[src/rtl/clahe_pkg.sv]
// clahe_pkg: shared scheduler state encoding and tile/frame geometry for the CLAHE frame scheduler
package clahe_pkg;
  localparam int TILE_NUM = 16;
  localparam int TILE_IDX_W = 4;
  localparam int FRAME_CNT_W = 16;
  typedef enum logic [3:0] {
    S_INIT,
    S_IDLE,
    S_CDF_REQ,
    S_CDF_WAIT,
    S_MAP_WAIT,
    S_CLR_REQ,
    S_CLR_ACK,
    S_CLR_WAIT,
    S_SWAP
  } sched_state_t;
endpackage

[src/rtl/clahe_sched_watchdog.sv]
// clahe_sched_watchdog: per-wait-state cycle counter, cleared on load, flags expiry after LIMIT enabled cycles
module clahe_sched_watchdog #(
  parameter int LIMIT = 4096
) (
  input  logic pclk,
  input  logic rst_n,
  input  logic load,
  input  logic en,
  output logic expire
);
  localparam int CW = $clog2(LIMIT + 1);
  logic [CW-1:0] cnt;
  assign expire = en && (cnt == CW'(LIMIT - 1));
  // count enabled cycles since the last load, holding once expired
  always_ff @(posedge pclk or negedge rst_n) begin
    if (!rst_n) cnt <= '0;
    else if (load) cnt <= '0;
    else if (en && !expire) cnt <= cnt + 1'b1;
  end
endmodule

[src/rtl/clahe_frame_sched.sv]
// clahe_frame_sched: frame-level CDF/clear/swap sequencer for the CLAHE ping-pong bank; optional watchdog via CLAHE_SCHED_TIMEOUT_EN
module clahe_frame_sched
  import clahe_pkg::*;
#(
  parameter int TILE_NUM_P    = TILE_NUM,
  parameter int TILE_IDX_W_P  = TILE_IDX_W,
  parameter int FRAME_CNT_W_P = FRAME_CNT_W
`ifdef CLAHE_SCHED_TIMEOUT_EN
  ,
  parameter int TIMEOUT_CYCLES = 4096
`endif
) (
  input  logic                     pclk,
  input  logic                     rst_n,
  input  logic                     frame_start,
  input  logic                     frame_done,
  input  logic                     map_idle,
  input  logic                     cdf_done,
  input  logic                     clear_done,
  output logic                     stat_en,
  output logic                     cdf_start,
  output logic [TILE_IDX_W_P-1:0]  cdf_tile_idx,
  output logic                     clear_start,
  output logic                     ping_pong_flag,
  output logic                     lut_valid,
  output logic                     sched_busy,
  output logic [FRAME_CNT_W_P-1:0] frame_cnt,
  output logic                     err_overrun,
  output logic                     err_timeout
);
  sched_state_t state_q, state_d;
  logic wd_exp;
  logic go, accept, adv, last;
  assign go = (state_q == S_IDLE) && stat_en && frame_done;
  assign accept = frame_start && ((state_q == S_SWAP) || ((state_q == S_IDLE) && !go));
  assign adv = (state_q == S_CDF_WAIT) && (cdf_done || wd_exp);
  assign last = cdf_tile_idx == TILE_IDX_W_P'(TILE_NUM_P - 1);
  assign cdf_start = state_q == S_CDF_REQ;
  assign clear_start = state_q == S_CLR_REQ;
  assign sched_busy = state_q != S_IDLE;
  // state register
  always_ff @(posedge pclk or negedge rst_n) begin
    if (!rst_n) state_q <= S_INIT;
    else state_q <= state_d;
  end
  // next-state logic; a watchdog expiry stands in for the awaited event
  always_comb begin
    state_d = state_q;
    case (state_q)
      S_INIT:     state_d = clear_done ? S_IDLE : S_INIT;
      S_IDLE:     state_d = go ? S_CDF_REQ : S_IDLE;
      S_CDF_REQ:  state_d = S_CDF_WAIT;
      S_CDF_WAIT: state_d = adv ? (last ? S_MAP_WAIT : S_CDF_REQ) : S_CDF_WAIT;
      S_MAP_WAIT: state_d = (map_idle || wd_exp) ? S_CLR_REQ : S_MAP_WAIT;
      S_CLR_REQ:  state_d = S_CLR_ACK;
      S_CLR_ACK:  state_d = (!clear_done || wd_exp) ? S_CLR_WAIT : S_CLR_ACK;
      S_CLR_WAIT: state_d = (clear_done || wd_exp) ? S_SWAP : S_CLR_WAIT;
      S_SWAP:     state_d = S_IDLE;
      default:    state_d = S_INIT;
    endcase
  end
  // frame gating, tile index, bank swap bookkeeping and overrun flag
  always_ff @(posedge pclk or negedge rst_n) begin
    if (!rst_n) begin
      stat_en        <= 1'b0;
      cdf_tile_idx   <= '0;
      ping_pong_flag <= 1'b0;
      lut_valid      <= 1'b0;
      frame_cnt      <= '0;
      err_overrun    <= 1'b0;
    end else begin
      stat_en      <= go ? 1'b0 : (accept ? 1'b1 : stat_en);
      err_overrun  <= err_overrun | (frame_start & !accept);
      cdf_tile_idx <= go ? '0 : ((adv && !last) ? cdf_tile_idx + 1'b1 : cdf_tile_idx);
      if (state_q == S_SWAP) begin
        ping_pong_flag <= ~ping_pong_flag;
        lut_valid      <= 1'b1;
        frame_cnt      <= frame_cnt + 1'b1;
      end
    end
  end
`ifdef CLAHE_SCHED_TIMEOUT_EN
  logic wd_en;
  assign wd_en = state_q inside {S_CDF_WAIT, S_MAP_WAIT, S_CLR_ACK, S_CLR_WAIT};
  clahe_sched_watchdog #(.LIMIT(TIMEOUT_CYCLES)) u_wd (
    .pclk   (pclk),
    .rst_n  (rst_n),
    .load   (state_d != state_q),
    .en     (wd_en),
    .expire (wd_exp)
  );
  // sticky timeout flag
  always_ff @(posedge pclk or negedge rst_n) begin
    if (!rst_n) err_timeout <= 1'b0;
    else if (wd_exp) err_timeout <= 1'b1;
  end
`else
  assign wd_exp = 1'b0;
  assign err_timeout = 1'b0;
`endif
endmodule

[config.mk]
export PLATFORM = sky130hd
export DESIGN_NAME = clahe_frame_sched
export DESIGN_NICKNAME = d
export VERILOG_FILES = /design/src/rtl/clahe_pkg.sv /design/src/rtl/clahe_sched_watchdog.sv /design/src/rtl/clahe_frame_sched.sv
export SDC_FILE = /design/constraint.sdc
export NUM_CORES = 1
export LEC_CHECK = 0
export CAP_MARGIN = 25
export CELL_PAD_IN_SITES_DETAIL_PLACEMENT = 1
export CELL_PAD_IN_SITES_GLOBAL_PLACEMENT = 1
export CORE_ASPECT_RATIO = 0.8
export CORE_MARGIN = 2
export CORE_UTILIZATION = 23
export DETAILED_ROUTE_END_ITERATION = 10
export PLACE_DENSITY = 0.55
export SLEW_MARGIN = 20
export SYNTH_ARGS = -nofsm -noshare
export SYNTH_HDL_FRONTEND = slang
export SYNTH_HIERARCHICAL = 1
export SYNTH_SLANG_ARGS = --single-unit
[constraint.sdc]
create_clock -name pclk -period 4.9 [get_ports pclk]
set_clock_uncertainty 0.1 [all_clocks]
set_input_delay 1.47 -clock pclk [delete_from_list [all_inputs] [get_ports pclk]]
set_output_delay 1.47 -clock pclk [all_outputs]
set_load 0.02 [all_outputs]
==> flow_summary.ini, run 1 <==
[routing]
ant_nets = 0
drt_wl_total_mm = 3.25
first_iter_violations = 28
wl_per_cell_um = 13.2
drc_errors = 0
vias_per_cell = 4.41
dr_total_vias = 1090
dr.pass1.iters = 4

[synth]
synth_cell_type_count = 33
synth_top_flop_cell = dfrtp_1
synth_area_leader_cell = dfrtp_1
ys_warn_count = 6
synthesis.area_um2 = 1400
synth_cells = 134
async_reset_ff_share_pct = 100
synth_area_leaders = dfrtp_1 50%, xnor2_1 8.8%, nand4_1 4.0%, nand3_1 3.2%, nand2_1 3.2%
synth_top_area_share_pct = 50.2
synth_nets = 143
synth_edf_count = 0
seq_area_frac_synth_pct = 50.2
syn_avg_cell_area_um2 = 10.4
synth-seq-cells = 28

[sta]
period_minus_slack_ns = 3.54
max_freq_mhz = 283
hold_violations = 0
max_slew.worst_pin.slew_ns = 0.509
period_share_pct = 72.1
tns_ns = 0
slew_headroom_pct = 66.1
report.final.slew_viol_count = 0
finalSetupViolCount = 0
grt_setup_unrepaired = false

[clocking]
cts_buffers = 3
clockRootBuffer = clkbuf_8
ctsHtreeMaxLevel = 1
insertion_delay_ns = 0.28
clock_sinks = 28
clk_pin_slew_worst_paths_ns = 0.10
post_cts_buffers = 0
postCtsHoldBufs = 0
ctsResizeCount = 0
cts.path.max_buffers = 2
cts_tree = yes

[die]
rows = 25
die_w_um = 91.1
core_area_um2 = 5880
die_h_um = 73.7
start_util_pct = 23.7
pin_count = 35
die_area_um2 = 6710

[grt]
grt_max_degree = 29
grt_overflow = 0
grt_pass1_wl_mm = 5.74
grt_pass1_vias = 1162
grt_use_total_pct = 10.8
antenna_found_initial = 0

[run]
maxCapViolCount = 0

[cells_and_area]
final_common_cell = clkdlybuf4s50_1
layout-drive-gt1-share_pct = 4.82
layout.cells.non_filler = 247
nNetsFinal = 176
post-route-util_pct = 32.0
seq_area_um2 = 701
antennaDiodeCount = 0
final_cell_mix = 33 x clkdlybuf4s50_1, 28 x dfrtp_1, 14 x xnor2_1
fillers = 694
multi_input_area_um2 = 661
area_delta_synth_final_pct = 34.6

[pwr]
sw_frac_of_total_pct = 32.8
p_leak_uw = 0.000773
clockPowerShare_pct = 26.7
p_total_uw = 692
sequentialPowerShare_pct = 44.8
peakVddDrop_mv = 0.206
powerDensity_nw_per_um2 = 368
combPwrFrac_pct = 28.5
p_sw_uw = 227
intPower_uw = 465

[placed_design]
dp_cells = 243
portBuffers = 33
gp_congestion = 0.754
place_hpwl_mm = 2.40

[setup_path]
critical_path.startpoint_type = register
cp_max_fo = 15
cp.arrival_ns = 1.97
setup.worst_path.class = register to primary output
crit_required_ns = 3.33
end_kind = primary output

[min_path]
hold_path.class = register to register

[outcome]
outcome = finished, final reports clean
[critical path, stage by stage (launching register included)]
cell,delay [ns]
dfrtp_1,0.67
nor4bb_1,0.36
clkdlybuf4s50_1,0.66
[per-layer routing]
metal	wire, um	global-route usage (%)	part of all wire [%]
met1	1590	14.0	49
met2	1460	18.0	45
met3	186	3.59	5.7
met4	17	1.52	0.52
met5	0	0	0
[cells by family (layout without fill, tap and decap cells)]
kind of cell / count (synthesis) / in the layout / share of synthesized area, %
buffers and inverters: 8 / 40 / 2.51
multiplexers: 3 / 3 / 2.15
XOR/XNOR: 19 / 19 / 11.9
other: 1 / 1 / 0.269
AND/OR/NAND/NOR: 64 / 64 / 27.0
flip-flops: 28 / 28 / 50.2
AO/OA/AOI/OAI: 9 / 9 / 4.21
adder cells (fa/ha/maj): 2 / 2 / 1.79
[power groups by stage]
stage	logic (uW)	registers (uW)	clock network (uW)
after floorplan	117	311	0
final	197	310	185
after detailed placement	199	314	0
after CTS	201	310	195
after global placement	197	310	0
after global routing	218	320	205
[cell usage after synthesis (2+ instances only)]
cell       n
a21oi_1    5
and3_1     3
clkbuf_1   4
dfrtp_1   28
ha_1       2
inv_1      2
mux2i_1    3
nand2_1   12
nand2b_1   3
nand3_1    9
nand3b_1   2
nand4_1    9
nor2_1    11
nor3_1     4
or3_1      2
xnor2_1   14
xor2_1     5
[registers in the layout (all words and copies together) (netlist names)]
signal / count
err_overrun: 1
stat_en: 1
ping_pong_flag: 1
cdf_tile_idx: 4
lut_valid: 1
frame_cnt: 16
state_q: 4
[per-stage QoR]
stage          cell area [um2]  hold WS, ns  worst slack, ns
2_1_floorplan             1400        0.465             1.87
3_3_place_gp              1810        0.355             1.73
3_5_place_dp              1810        0.361             1.69
4_1_cts                   1880        0.385             1.34
5_1_grt                   1880        0.409             1.22
6_report                  1880        0.375             1.36
[path summary, 6_finish.rpt]
kind	slack [ns]	cells after the start	end	from
setup / recovery	1.36	2	clear_start	state_q[2]$_DFF_PN0_
hold / removal	0.37	1	frame_cnt[15]$_DFFE_PN0N_	frame_cnt[15]$_DFFE_PN0N_
setup reg to reg	2.84	4	frame_cnt[14]$_DFFE_PN0N_	state_q[0]$_DFF_PN0_
hold reg to reg	0.37	1	frame_cnt[15]$_DFFE_PN0N_	frame_cnt[15]$_DFFE_PN0N_
max in group asynchronous	2.95	2	cdf_tile_idx[0]$_DFFE_PN0P_	rst_n
min in group asynchronous	1.47	2	frame_cnt[3]$_DFFE_PN0N_	rst_n
[area by class of cell]
class,instances,share of cell area (%)
Inverter,2,0.399
Sequential cell,28,37.3
Clock inverter,1,1.60
Multi-Input combinational cell,98,35.2
Tap cell,81,5.39
Timing Repair Buffer,34,18.0
Clock buffer,3,2.20
No activity file was read; power rests on OpenSTA's default activity.
==> inputs of run 2 (changes only) <==
Clock period 4.9 ns to 3.5 ns, I/O delays scaled along.
==> run 2 against run 1 <==
  * Sequential power is 41% higher
  * Cell count is 0.40% lower
  * Non-clock buffer count is the same
  * Register-to-register slack worse by 1.4 ns
  * Largest cell class unchanged
  * Die area unchanged
  * Wire length increased by 0.86%
  * Combinational power up 42%
==> flow_summary.ini, run 2 (synthesis gave the netlist of run 1 again) <==
[outcome]
outcome = finished, final reports clean

[cells_and_area]
top_regs = frame_cnt: 16 flops, cdf_tile_idx: 4 flops, state_q: 4 flops
area_delta_synth_final_pct = 32.4
largest_reg_flops = 16
final_cell_mix = 33 x clkdlybuf4s50_1, 28 x dfrtp_1, 14 x xnor2_1
largest-register = frame_cnt
antennaDiodeCount = 0
nNetsFinal = 176
fin_area_um2 = 1850
layout.cells.non_filler = 246
post-route-util_pct = 31.4
final_common_cell = clkdlybuf4s50_1
layout-drive-gt1-share_pct = 4.24

[grt]
grt_overflow = 0
grt_max_degree = 29
grt_pass1_wl_mm = 5.67
busiest_layer = met2
antenna_found_initial = 0
use_met2_pct = 17.3
gr-usage-met1_pct = 13.6
grt_use_total_pct = 10.4
grt_pass1_vias = 1187
gr-usage-met3_pct = 2.97

[sta]
finalSetupViolCount = 0
hold_violations = 0
period_minus_slack_ns = 3.15
max_freq_mhz = 317
period_share_pct = 90.1
tns_ns = 0
grt_setup_unrepaired = false
report.final.slew_viol_count = 0

[clocking]
ctsHtreeMaxLevel = 1
postCtsHoldBufs = 0
ctsResizeCount = 0
cts.path.max_buffers = 2
clock_sinks = 28
cts_buffers = 3
clk_pin_slew_worst_paths_ns = 0.09
clockRootBuffer = clkbuf_8
cts_tree = yes
post_cts_buffers = 0
insertion_delay_ns = 0.27

[routing]
dr.pass1.iters = 3
drt_wl_total_mm = 3.28
drc_errors = 0
first_iter_violations = 28
ant_nets = 0
dr_total_vias = 1107
vias_per_cell = 4.50
wl_per_cell_um = 13.3

[setup_path]
cp.arrival_ns = 2.00
setup.worst_path.class = register to primary output
crit_required_ns = 2.35
cp_max_fo = 15
end_kind = primary output
critical_path.startpoint_type = register

[placed_design]
dpl_cell_area_um2 = 1810
portBuffers = 33
place_hpwl_mm = 2.46
dp_cells = 243
gp_congestion = 0.753

[die]
pin_count = 35
core_area_um2 = 5880
die_h_um = 73.7
die_w_um = 91.1
rows = 25
start_util_pct = 23.7
die_area_um2 = 6710

[run]
maxCapViolCount = 0

[pwr]
p_leak_uw = 0.000759
powerDensity_nw_per_um2 = 482
peakVddDrop_mv = 0.219

[min_path]
hold_path.class = register to register
run 2: cell types whose count changed in the layout (fill, tap and decap cells not counted):
| cell | change |
|---|---|
| bufinv_16 | -1 |
run 2: cell type report:
class | instances | area, um2
Clock buffer | 3 | 41.3
Sequential cell | 28 | 701
Multi-Input combinational cell | 98 | 661
Tap cell | 81 | 101
Timing Repair Buffer | 34 | 338
Inverter | 2 | 7.51
Fill cell | 686 | 4030
run 2: path summary, 6_finish.rpt:
kind	start	endpoint	slack, ns	cells past startpoint
worst max-delay path	state_q[2]$_DFF_PN0_	clear_start	0.35	2
worst min-delay path	err_overrun$_DFF_PN0_	err_overrun$_DFF_PN0_	0.37	1
worst max register to register	state_q[0]$_DFF_PN0_	frame_cnt[14]$_DFFE_PN0N_	1.41	4
worst min register to register	err_overrun$_DFF_PN0_	err_overrun$_DFF_PN0_	0.37	1
max in group asynchronous	rst_n	cdf_tile_idx[1]$_DFFE_PN0P_	1.97	2
min in group asynchronous	rst_n	frame_cnt[3]$_DFFE_PN0N_	1.06	2
run 2: power by group:
group          total [uW]  switching, uW  leakage [uW]  internal (uW)
Clock                 174           97.0     0.0000216           77.3
Combinational         280            140      0.000362            139
Sequential            437           78.0      0.000375            359
Total                 891            315      0.000759            576
run 2: per-layer routing:
metal  vias up  share of wire, %
li1        530                 -
met1       544                48
met2        29                46
met3         4               5.1
met4         0              0.88
met5         -                 0
run 2: critical path, stage by stage, from the launching register on:
cell and delay, ns:
dfrtp_1 0.65, nor4bb_1 0.41, clkdlybuf4s50_1 0.67
run 2: per-stage QoR:
step	hold WS, ns	setup WS, ns	power (uW)
after floorplan	0.465	0.886	598
after global placement	0.352	0.747	709
after detailed placement	0.351	0.686	724
after CTS	0.383	0.332	906
after global routing	0.403	0.217	958
final	0.369	0.347	891
